### config.mk
export PLATFORM = sky130hd
export DESIGN_NAME = ahb_s2m_dpmux
export DESIGN_NICKNAME = d
export VERILOG_FILES = /design/src/rtl/ahb_s2m_dpmux.sv
export SDC_FILE = /design/constraint.sdc
export NUM_CORES = 1
export LEC_CHECK = 0
export BUFFER_PORTS_ARGS = -buffer_cell sky130_fd_sc_hd__buf_4
export CORE_AREA = 2 2 84 86
export CTS_CLUSTER_SIZE = 10
export DETAILED_ROUTE_END_ITERATION = 8
export DIE_AREA = 0 0 86 88
export PLACE_DENSITY_LB_ADDON = 0.25
export SETUP_SLACK_MARGIN = 0.1
export SYNTH_ARGS = -nofsm -noshare
export SYNTH_HDL_FRONTEND = slang
export SYNTH_SLANG_ARGS = --single-unit
### constraint.sdc
create_clock -name hclk -period 2.45 [get_ports hclk]
set_input_delay 0.245 -clock hclk [delete_from_list [all_inputs] [get_ports hclk]]
set_output_delay 0.245 -clock hclk [all_outputs]
set_load 0.02 [all_outputs]
### src/rtl/ahb_s2m_dpmux.sv
// ahb_s2m_dpmux: AHB slave-to-master response multiplexer with default-slave ERROR handling.
//
// The decoder's address-phase hsel is captured into a data-phase select whenever HREADY is
// high. The selected slave's HREADYOUT/HRESP/HEXOKAY/HRDATA then reach the master with no
// added latency. If no slave (or more than one slave) is selected for an active transfer,
// the block answers with the two-cycle AHB ERROR response itself.
//
// Optional feature (macro AHB_S2M_TIMEOUT_EN): a wait-state counter. When a selected slave
// stalls an active transfer for TIMEOUT_CYCLES cycles, hto_o pulses and the block takes over
// the data phase with an ERROR response.
//
// Ports:
//   hclk        clock; all state changes on its rising edge
//   hrst        synchronous active-high reset
//   hsel        address-phase one-hot slave select (HSLV_NUM bits)
//   htrans      address-phase transfer type
//   hready_i    per-slave HREADYOUT
//   hresp_i     per-slave HRESP
//   hexokay_i   per-slave HEXOKAY
//   hrdata_i    per-slave HRDATA, slave k at bits [k*DATA_WIDTH +: DATA_WIDTH]
//   hready_o    muxed HREADY to the master and back to all slaves
//   hresp_o     muxed HRESP
//   hexokay_o   muxed HEXOKAY
//   hrdata_o    muxed HRDATA
//   hto_o       one-cycle pulse when a timeout ERROR is launched
module ahb_s2m_dpmux #(
    parameter int unsigned DATA_WIDTH     = 32,
    parameter int unsigned HSLV_NUM       = 5,
    parameter int unsigned TIMEOUT_CYCLES = 16
) (
    input  logic                           hclk,
    input  logic                           hrst,
    input  logic [HSLV_NUM-1:0]            hsel,
    input  logic [1:0]                     htrans,
    input  logic [HSLV_NUM-1:0]            hready_i,
    input  logic [HSLV_NUM-1:0]            hresp_i,
    input  logic [HSLV_NUM-1:0]            hexokay_i,
    input  logic [HSLV_NUM*DATA_WIDTH-1:0] hrdata_i,
    output logic                           hready_o,
    output logic                           hresp_o,
    output logic                           hexokay_o,
    output logic [DATA_WIDTH-1:0]          hrdata_o,
    output logic                           hto_o
);

    localparam int unsigned IdxW = (HSLV_NUM > 1) ? $clog2(HSLV_NUM) : 1;

    typedef enum logic [1:0] {StIdle, StErr1, StErr2} state_e;

    // Data-phase select: DEFAULT is encoded as dsel_hit_q = 0.
    logic            dsel_hit_q, dsel_hit_d;
    logic [IdxW-1:0] dsel_idx_q, dsel_idx_d;
    logic            active_q, active_d;
    state_e          state_q, state_d;

    logic            dec_hit;
    logic [IdxW-1:0] dec_idx;
    logic            slv_waiting;
    logic            timeout;

    // Address-phase decode: a hit only when exactly one hsel bit is set.
    always_comb begin
        dec_idx = '0;
        for (int i = 0; i < int'(HSLV_NUM); i++) begin
            if (hsel[i]) dec_idx = IdxW'(i);
        end
        dec_hit = (hsel != '0) && ((hsel & (hsel - HSLV_NUM'(1))) == '0);
    end

    // Selected slave is stretching an active transfer that we have not taken over.
    assign slv_waiting = (state_q == StIdle) && dsel_hit_q && active_q && !hready_i[dsel_idx_q];

`ifdef AHB_S2M_TIMEOUT_EN
    localparam int unsigned CntW = $clog2(TIMEOUT_CYCLES + 1);

    logic [CntW-1:0] cnt_q, cnt_d;

    // Fires during the TIMEOUT_CYCLES-th wait cycle; the next edge enters ERR1.
    assign timeout = slv_waiting && (cnt_q == CntW'(TIMEOUT_CYCLES - 1));

    always_comb begin
        cnt_d = cnt_q;
        if (timeout || hready_o) begin
            cnt_d = '0;
        end else if (slv_waiting) begin
            cnt_d = cnt_q + CntW'(1);
        end
    end

    always_ff @(posedge hclk) begin
        if (hrst) cnt_q <= '0;
        else      cnt_q <= cnt_d;
    end
`else
    assign timeout = 1'b0;
`endif

    assign hto_o = timeout;

    // Response mux; the ERROR states override whatever dsel points at.
    always_comb begin
        hready_o  = 1'b1;
        hresp_o   = 1'b0;
        hexokay_o = 1'b0;
        hrdata_o  = '0;
        case (state_q)
            StErr1: begin
                hready_o = 1'b0;
                hresp_o  = 1'b1;
            end
            StErr2: begin
                hready_o = 1'b1;
                hresp_o  = 1'b1;
            end
            default: begin
                if (dsel_hit_q) begin
                    hready_o  = hready_i[dsel_idx_q];
                    hresp_o   = hresp_i[dsel_idx_q];
                    hexokay_o = hexokay_i[dsel_idx_q];
                    hrdata_o  = hrdata_i[int'(dsel_idx_q) * DATA_WIDTH +: DATA_WIDTH];
                end
            end
        endcase
    end

    // Next state: timeout wins, else a completed data phase reloads from the address phase.
    always_comb begin
        state_d    = state_q;
        dsel_hit_d = dsel_hit_q;
        dsel_idx_d = dsel_idx_q;
        active_d   = active_q;
        if (timeout) begin
            state_d = StErr1;
        end else if (hready_o) begin
            dsel_hit_d = dec_hit;
            dsel_idx_d = dec_idx;
            active_d   = htrans[1];
            state_d    = (!dec_hit && htrans[1]) ? StErr1 : StIdle;
        end else if (state_q == StErr1) begin
            state_d = StErr2;
        end
    end

    always_ff @(posedge hclk) begin
        if (hrst) begin
            state_q    <= StIdle;
            dsel_hit_q <= 1'b0;
            dsel_idx_q <= '0;
            active_q   <= 1'b0;
        end else begin
            state_q    <= state_d;
            dsel_hit_q <= dsel_hit_d;
            dsel_idx_q <= dsel_idx_d;
            active_q   <= active_d;
        end
    end

endmodule

; After elaboration in Yosys (flattened, before gate mapping)
; Index checks and enable logic that the tools add are counted.
[op_classes]
addsub = 1
order_cmp = 1
eq_ne = 2
shifts = 1
n_mux = 21
n_bitwise = 1
reduce_logical = 7
[op_table]
columns = operator, n
row1 = $shiftx A160 B9 Y32, 1
row2 = $mux W32, 2
row3 = $mux W1, 10
row4 = $bmux W1 S3, 3
row5 = $mux W2, 4
row6 = $and A5 B5 Y5, 1
row7 = $logic_not A5 Y1, 1
row8 = $reduce_bool A5 Y1, 1
row9 = $sub A5 B1 Y5 const B, 1
row10 = $lt A3 B4 Y1 const B, 1
row11 = $mux W3, 1
row12 = $eq A2 B1 Y1 const B, 1
row13 = $eq A2 B2 Y1 const B, 1
row14 = $logic_and A1 B1 Y1, 2
row15 = $pmux W1 S2, 1
row16 = $reduce_bool A2 Y1, 1
row17 = $reduce_or A2 Y1, 1
row18 = $logic_not A1 Y1, 1
[word_totals]
reg_bits = 6
out_inout_bits = 36
wordCells = 37

; Longest topological paths before layout
[depth]
word_depth = 8
mapped_depth = 7
ltp_nobuf = 7

; Worst setup path before layout
; Ideal clock, no wire load.
[synth_timing]
path_type = flip-flop to flip-flop
start = reg dsel_idx_q[0]
end = reg state_q[0]
setup_ns = 0.101
arrival_ns = 1.741
required_time_ns = 2.349
setup_slack_ns = 0.608
stages_incl_launch_ff = 6
path_buffers = 1
period_less_slack_ns = 1.842
cell_sequence = dfxtp_1 -> buf_6 -> mux4_2 -> a221o_1 -> a2111o_1 -> o41ai_1
[synth_between]
elab_chain_len = 5
elab_cells_between_ends = 6
[synth_lines]
columns = item, line_no
row1 = "start, declared", 52  ; logic [IdxW-1:0] dsel_idx_q, dsel_idx_d;
row2 = "start signal, assigned", 153  ; dsel_idx_q <= dsel_idx_d;
row3 = $bmux W1 S3 (*), 117  ; hready_o = hready_i[dsel_idx_q];
row4 = $mux W1 (not written as such) (*), 117
row5 = $mux W1 (*), 116  ; if (dsel_hit_q) begin
row6 = $pmux W1 S2 (*), 106  ; case (state_q)
row7 = $mux W2 / $reduce_bool A2 Y1 (equally long branches), n/a
row8 = "end signal, assigned", 146  ; state_q <= StIdle;
row9 = "end signal, assigned", 151  ; state_q <= state_d;
row10 = "end, declared", 54  ; state_e state_q, state_d;
; Every way passes the cells marked *; elsewhere a longest branch is shown, timed or not. The select of a mux whose other input is x is not followed.
; A chain may end at the register's enable or synchronous reset.

; Final worst setup path
[layout_timing]
start = reg dsel_idx_q[0]
end = out hrdata_o[31]
[layout_between]
elab_chain_len = 3
[layout_lines]
columns = item, line_no
row1 = $shiftx A160 B9 Y32, 120  ; hrdata_o = hrdata_i[int'(dsel_idx_q) * DATA_WIDTH +: DATA_WIDTH];
row2 = $mux W32, 116
row3 = $mux W32, 106
row4 = "end, declared", 42  ; output logic [DATA_WIDTH-1:0] hrdata_o,
; No other way between the ends.

==> qor.log <==
[critical_path] worst reg2reg path endpoint state_q[0]
[pwr] Power, Total 1.16 mW
[grt] largest net degree at the start of global routing 20
[grt] overall fraction of global-route tracks in use 18.3%
[sta] Final Max Slew Viols 0
[synthesis] cell taking the most area after synthesis sky130_fd_sc_hd__mux4_2
[place] weighted congestion reported at the end of routability-driven placement 0.757
[clock_network] Post-CTS Repair Setup Buffers 0
[pwr] leakage power total 1.65 nW
[min_path] type of the tightest min-delay check in2reg
[finish] net count of the finished layout 570
[clock_network] CTS tree done
[finish] layout cell share with drive strength beyond 1 70.4%
[grt] first-pass GRT wire length 11.1 mm
[critical_path] nature of the critical path startpoint register
[clock_network] clock transition at the registers of the reported paths 0.03 ns
[route] number of remaining DRC errors 0
[route] DR iter-0 viols 64
[synthesis] number of flops mapped to enable cells by yosys 0
[clock_network] number of buffers between clock root and the deepest sink 2
[floorplanning] Rows 30
[finish] n_diodes 0
[floorplanning] initial cell density of the core 24.7%
[critical_path] Critical Path, Cell by Cell buf_4 -> mux4_2 -> a22oi_1 -> nor2_1 -> buf_4
[clock_network] Resized Gates After CTS 0
[route] average wire per standard cell 16.2 um
[synthesis] total standard cell area after synthesis 0.00164 mm^2
[critical_path] CP Data Arrival Time 1.93 ns
[sta] Setup Viol. Count Final 0
[sta] shortest clock period the worst path allows after layout 2.17 ns
[clock_network] H-tree levels 1
[clock_network] number of hold-repair buffers added at the cts stage 0
[synthesis] predominant post-synthesis flop cell sky130_fd_sc_hd__dfxtp_1
[route] number of antenna-violating nets in the routed design 0
[floorplanning] core outline area 0.00664 mm^2
[synthesis] Post-synth ARST share 0%
[min_path] WHS Endpoint dsel_idx_q[0]
[synthesis] library cells used by synthesis 30
[synthesis] Post-Syn Nets 356
[grt] GRT overflow 0
[synthesis] Synth Register Bits 6
[floorplanning] die outline height 88 um
[pwr] power per unit of standard cell area 341 mW/mm^2
[critical_path] critical path class reg2out
[synthesis] most area-consuming cells after synthesis sky130_fd_sc_hd__mux4_2, sky130_fd_sc_hd__a22oi_1, sky130_fd_sc_hd__nor2_1
[synthesis] synthesis warning total 0
[run] reported max-cap violation count 0
[route] final wirelength 7.51 mm
[route] via-per-instance ratio 5.16
[clock_network] number of clock sinks 6
[synthesis] share of Yosys cell area claimed by the top area cell type 47.9%
[sta] final period utilization 88.6%
[grt] number of antenna violations at the first check in global routing 0
[finish] final-layout fill cell count 657
[clock_network] total clock buffers created by CTS 3
[pwr] Max VDD drop 0.000225 V
[route] iteration count of the initial detailed-routing pass 4
[min_path] Hold Startpoint hrst
[critical_path] delay contributed by the slowest stage of the critical path 0.57 ns
[synthesis] sequential cell area fraction in the yosys report 7.31%
[finish] Finished Layout Cells 462
[critical_path] r2r setup slk 0.60 ns
[route] total number of vias 2383
[outcome] result of the run complete, no violations
[clock_network] insertion delay to the later sink of the worst-skew pair 0.22 ns
[synthesis] Post-synth top cells sky130_fd_sc_hd__nor2_1, sky130_fd_sc_hd__mux4_2, sky130_fd_sc_hd__a22oi_1
[finish] Post-Layout Inst Area 0.00341 mm^2
[place] placement-stage cell area 0.00337 mm^2
[floorplanning] top-level port count 220
[place] number of buffers added on ports 217
[critical_path] RR Startpoint dsel_idx_q[0]
[critical_path] sort of element at the end of the critical path primary output
[place] Final HPWL DP 6.26 mm
[clock_network] Root Buffer sky130_fd_sc_hd__clkbuf_8
[critical_path] CP most frequent cell sky130_fd_sc_hd__buf_4
[min_path] worst hold stages 2
[sta] Setup Total Neg Slack 0 ns
[synthesis] gate count after technology mapping 170
[finish] Area Growth Syn to Fin 107%
[critical_path] length in cells of the worst reg-to-reg path 4
[grt] via count of the first global-routing pass 2408
[sta] highest clock rate 0.461 GHz
[critical_path] Max Fanout on Critical Path 18
[synthesis] mean cell area of the mapped netlist 9.67 um^2
[floorplanning] Die Span X 86 um
[sta] final hold viol count 0
[sta] unrepaired setup endpoints after global routing no
[synthesis] cell with the most instances after synthesis sky130_fd_sc_hd__nor2_1
[floorplanning] Die ar. 0.00757 mm^2
[place] number of cells after detailed placement 459
[critical_path] WP data required 2.20 ns
[critical_path] slowest CP cell sky130_fd_sc_hd__mux4_2
[sta] worst clock skew on the final layout 0.000727 ns
flip-flops by register name, indices dropped and copies added, names as in the netlist:
name        cells
dsel_idx_q      3
state_q         2
dsel_hit_q      1
layout make-up:
type | instances | area, um^2 | area share (%)
clock buffers | 3 | 41.3 | 1.21
multi-input cells | 138 | 1410 | 41.4
well taps | 80 | 100 | 2.94
inverters | 8 | 30.0 | 0.881
repair buffers | 227 | 1700 | 50.0
flip-flops and latches | 6 | 123 | 3.60
layout by cell type (no fill, tap or decap):
cell type	instances
sky130_fd_sc_hd__inv_1	7
sky130_fd_sc_hd__o21ai_0	5
sky130_fd_sc_hd__or4_1	2
sky130_fd_sc_hd__clkbuf_8	3
sky130_fd_sc_hd__conb_1	1
sky130_fd_sc_hd__nand3_1	1
sky130_fd_sc_hd__a2111o_1	1
sky130_fd_sc_hd__nand2_1	3
sky130_fd_sc_hd__xor2_1	1
sky130_fd_sc_hd__o41ai_1	1
sky130_fd_sc_hd__dfxtp_2	2
sky130_fd_sc_hd__ha_1	2
sky130_fd_sc_hd__nor3_1	2
sky130_fd_sc_hd__clkinv_1	1
sky130_fd_sc_hd__a221oi_1	1
sky130_fd_sc_hd__a22oi_1	34
sky130_fd_sc_hd__a221o_1	1
sky130_fd_sc_hd__nor2_1	37
sky130_fd_sc_hd__o31ai_1	1
sky130_fd_sc_hd__mux2i_1	1
sky130_fd_sc_hd__nor3b_4	1
sky130_fd_sc_hd__nor2b_1	2
sky130_fd_sc_hd__a21oi_1	4
sky130_fd_sc_hd__dfxtp_1	4
sky130_fd_sc_hd__o211a_1	1
sky130_fd_sc_hd__mux4_2	35
sky130_fd_sc_hd__buf_4	227
sky130_fd_sc_hd__or2_2	1
worst max-delay path by stage:
| stage | start | to | slack [ns] |
|---|---|---|---|
| floorplan | dsel_idx_q[0] | state_q[0] | 0.61 |
| global placement | dsel_idx_q[0] | hrdata_o[31] | 0.49 |
| detailed placement | dsel_idx_q[0] | hrdata_o[31] | 0.49 |
| CTS | dsel_idx_q[0] | hrdata_o[31] | 0.24 |
| global route | dsel_idx_q[0] | hrdata_o[31] | 0.16 |
| finish | dsel_idx_q[0] | hrdata_o[31] | 0.28 |
critical path, delay by kind of cell (launching register included):
kind	cells	cell delay (ns)
AO/OA/AOI/OAI	1	0.16
buffers and inverters	2	0.51
flip-flops	1	0.38
multiplexers	1	0.57
AND/OR/NAND/NOR	1	0.07
power by group:
part,internal [mW],switching [mW]
sequential,0.111,0.0157
clock,0.105,0.0417
combinational,0.504,0.385
total,0.721,0.443
kinds of logic after synthesis:
family	share of synthesized area [%]
xor gates and xnor gates	0.533
DFF	7.31
AOI/OAI and AO/OA	21.7
adders and majority gates	1.52
buffers and inverters	6.93
other	0.228
and+or+nand+nor	13.2
muxes	48.6
stage by stage:
| stage | setup slack [ns] | hold slack (ns) | utilization (%) |
|---|---|---|---|
| 2_1_floorplan | 0.608 | 0.314 | - |
| 3_3_place_gp | 0.485 | 0.458 | 50.7 |
| 3_5_place_dp | 0.487 | 0.459 | 50.7 |
| 4_1_cts | 0.239 | 0.226 | 51.3 |
| 5_1_grt | 0.156 | 0.242 | 51.3 |
| 6_report | 0.280 | 0.232 | 51.3 |
per-layer routing:
metal	part of all wire, %	GRT usage [%]	vias up	wire length (um)
met3	10	3.86	7	767
met4	0.84	3.61	0	63
met2	55	36.0	134	4110
met5	0	0	-	0
met1	34	20.1	1125	2560
li1	-	-	1117	-
No activity file was read; power rests on OpenSTA's default activity.
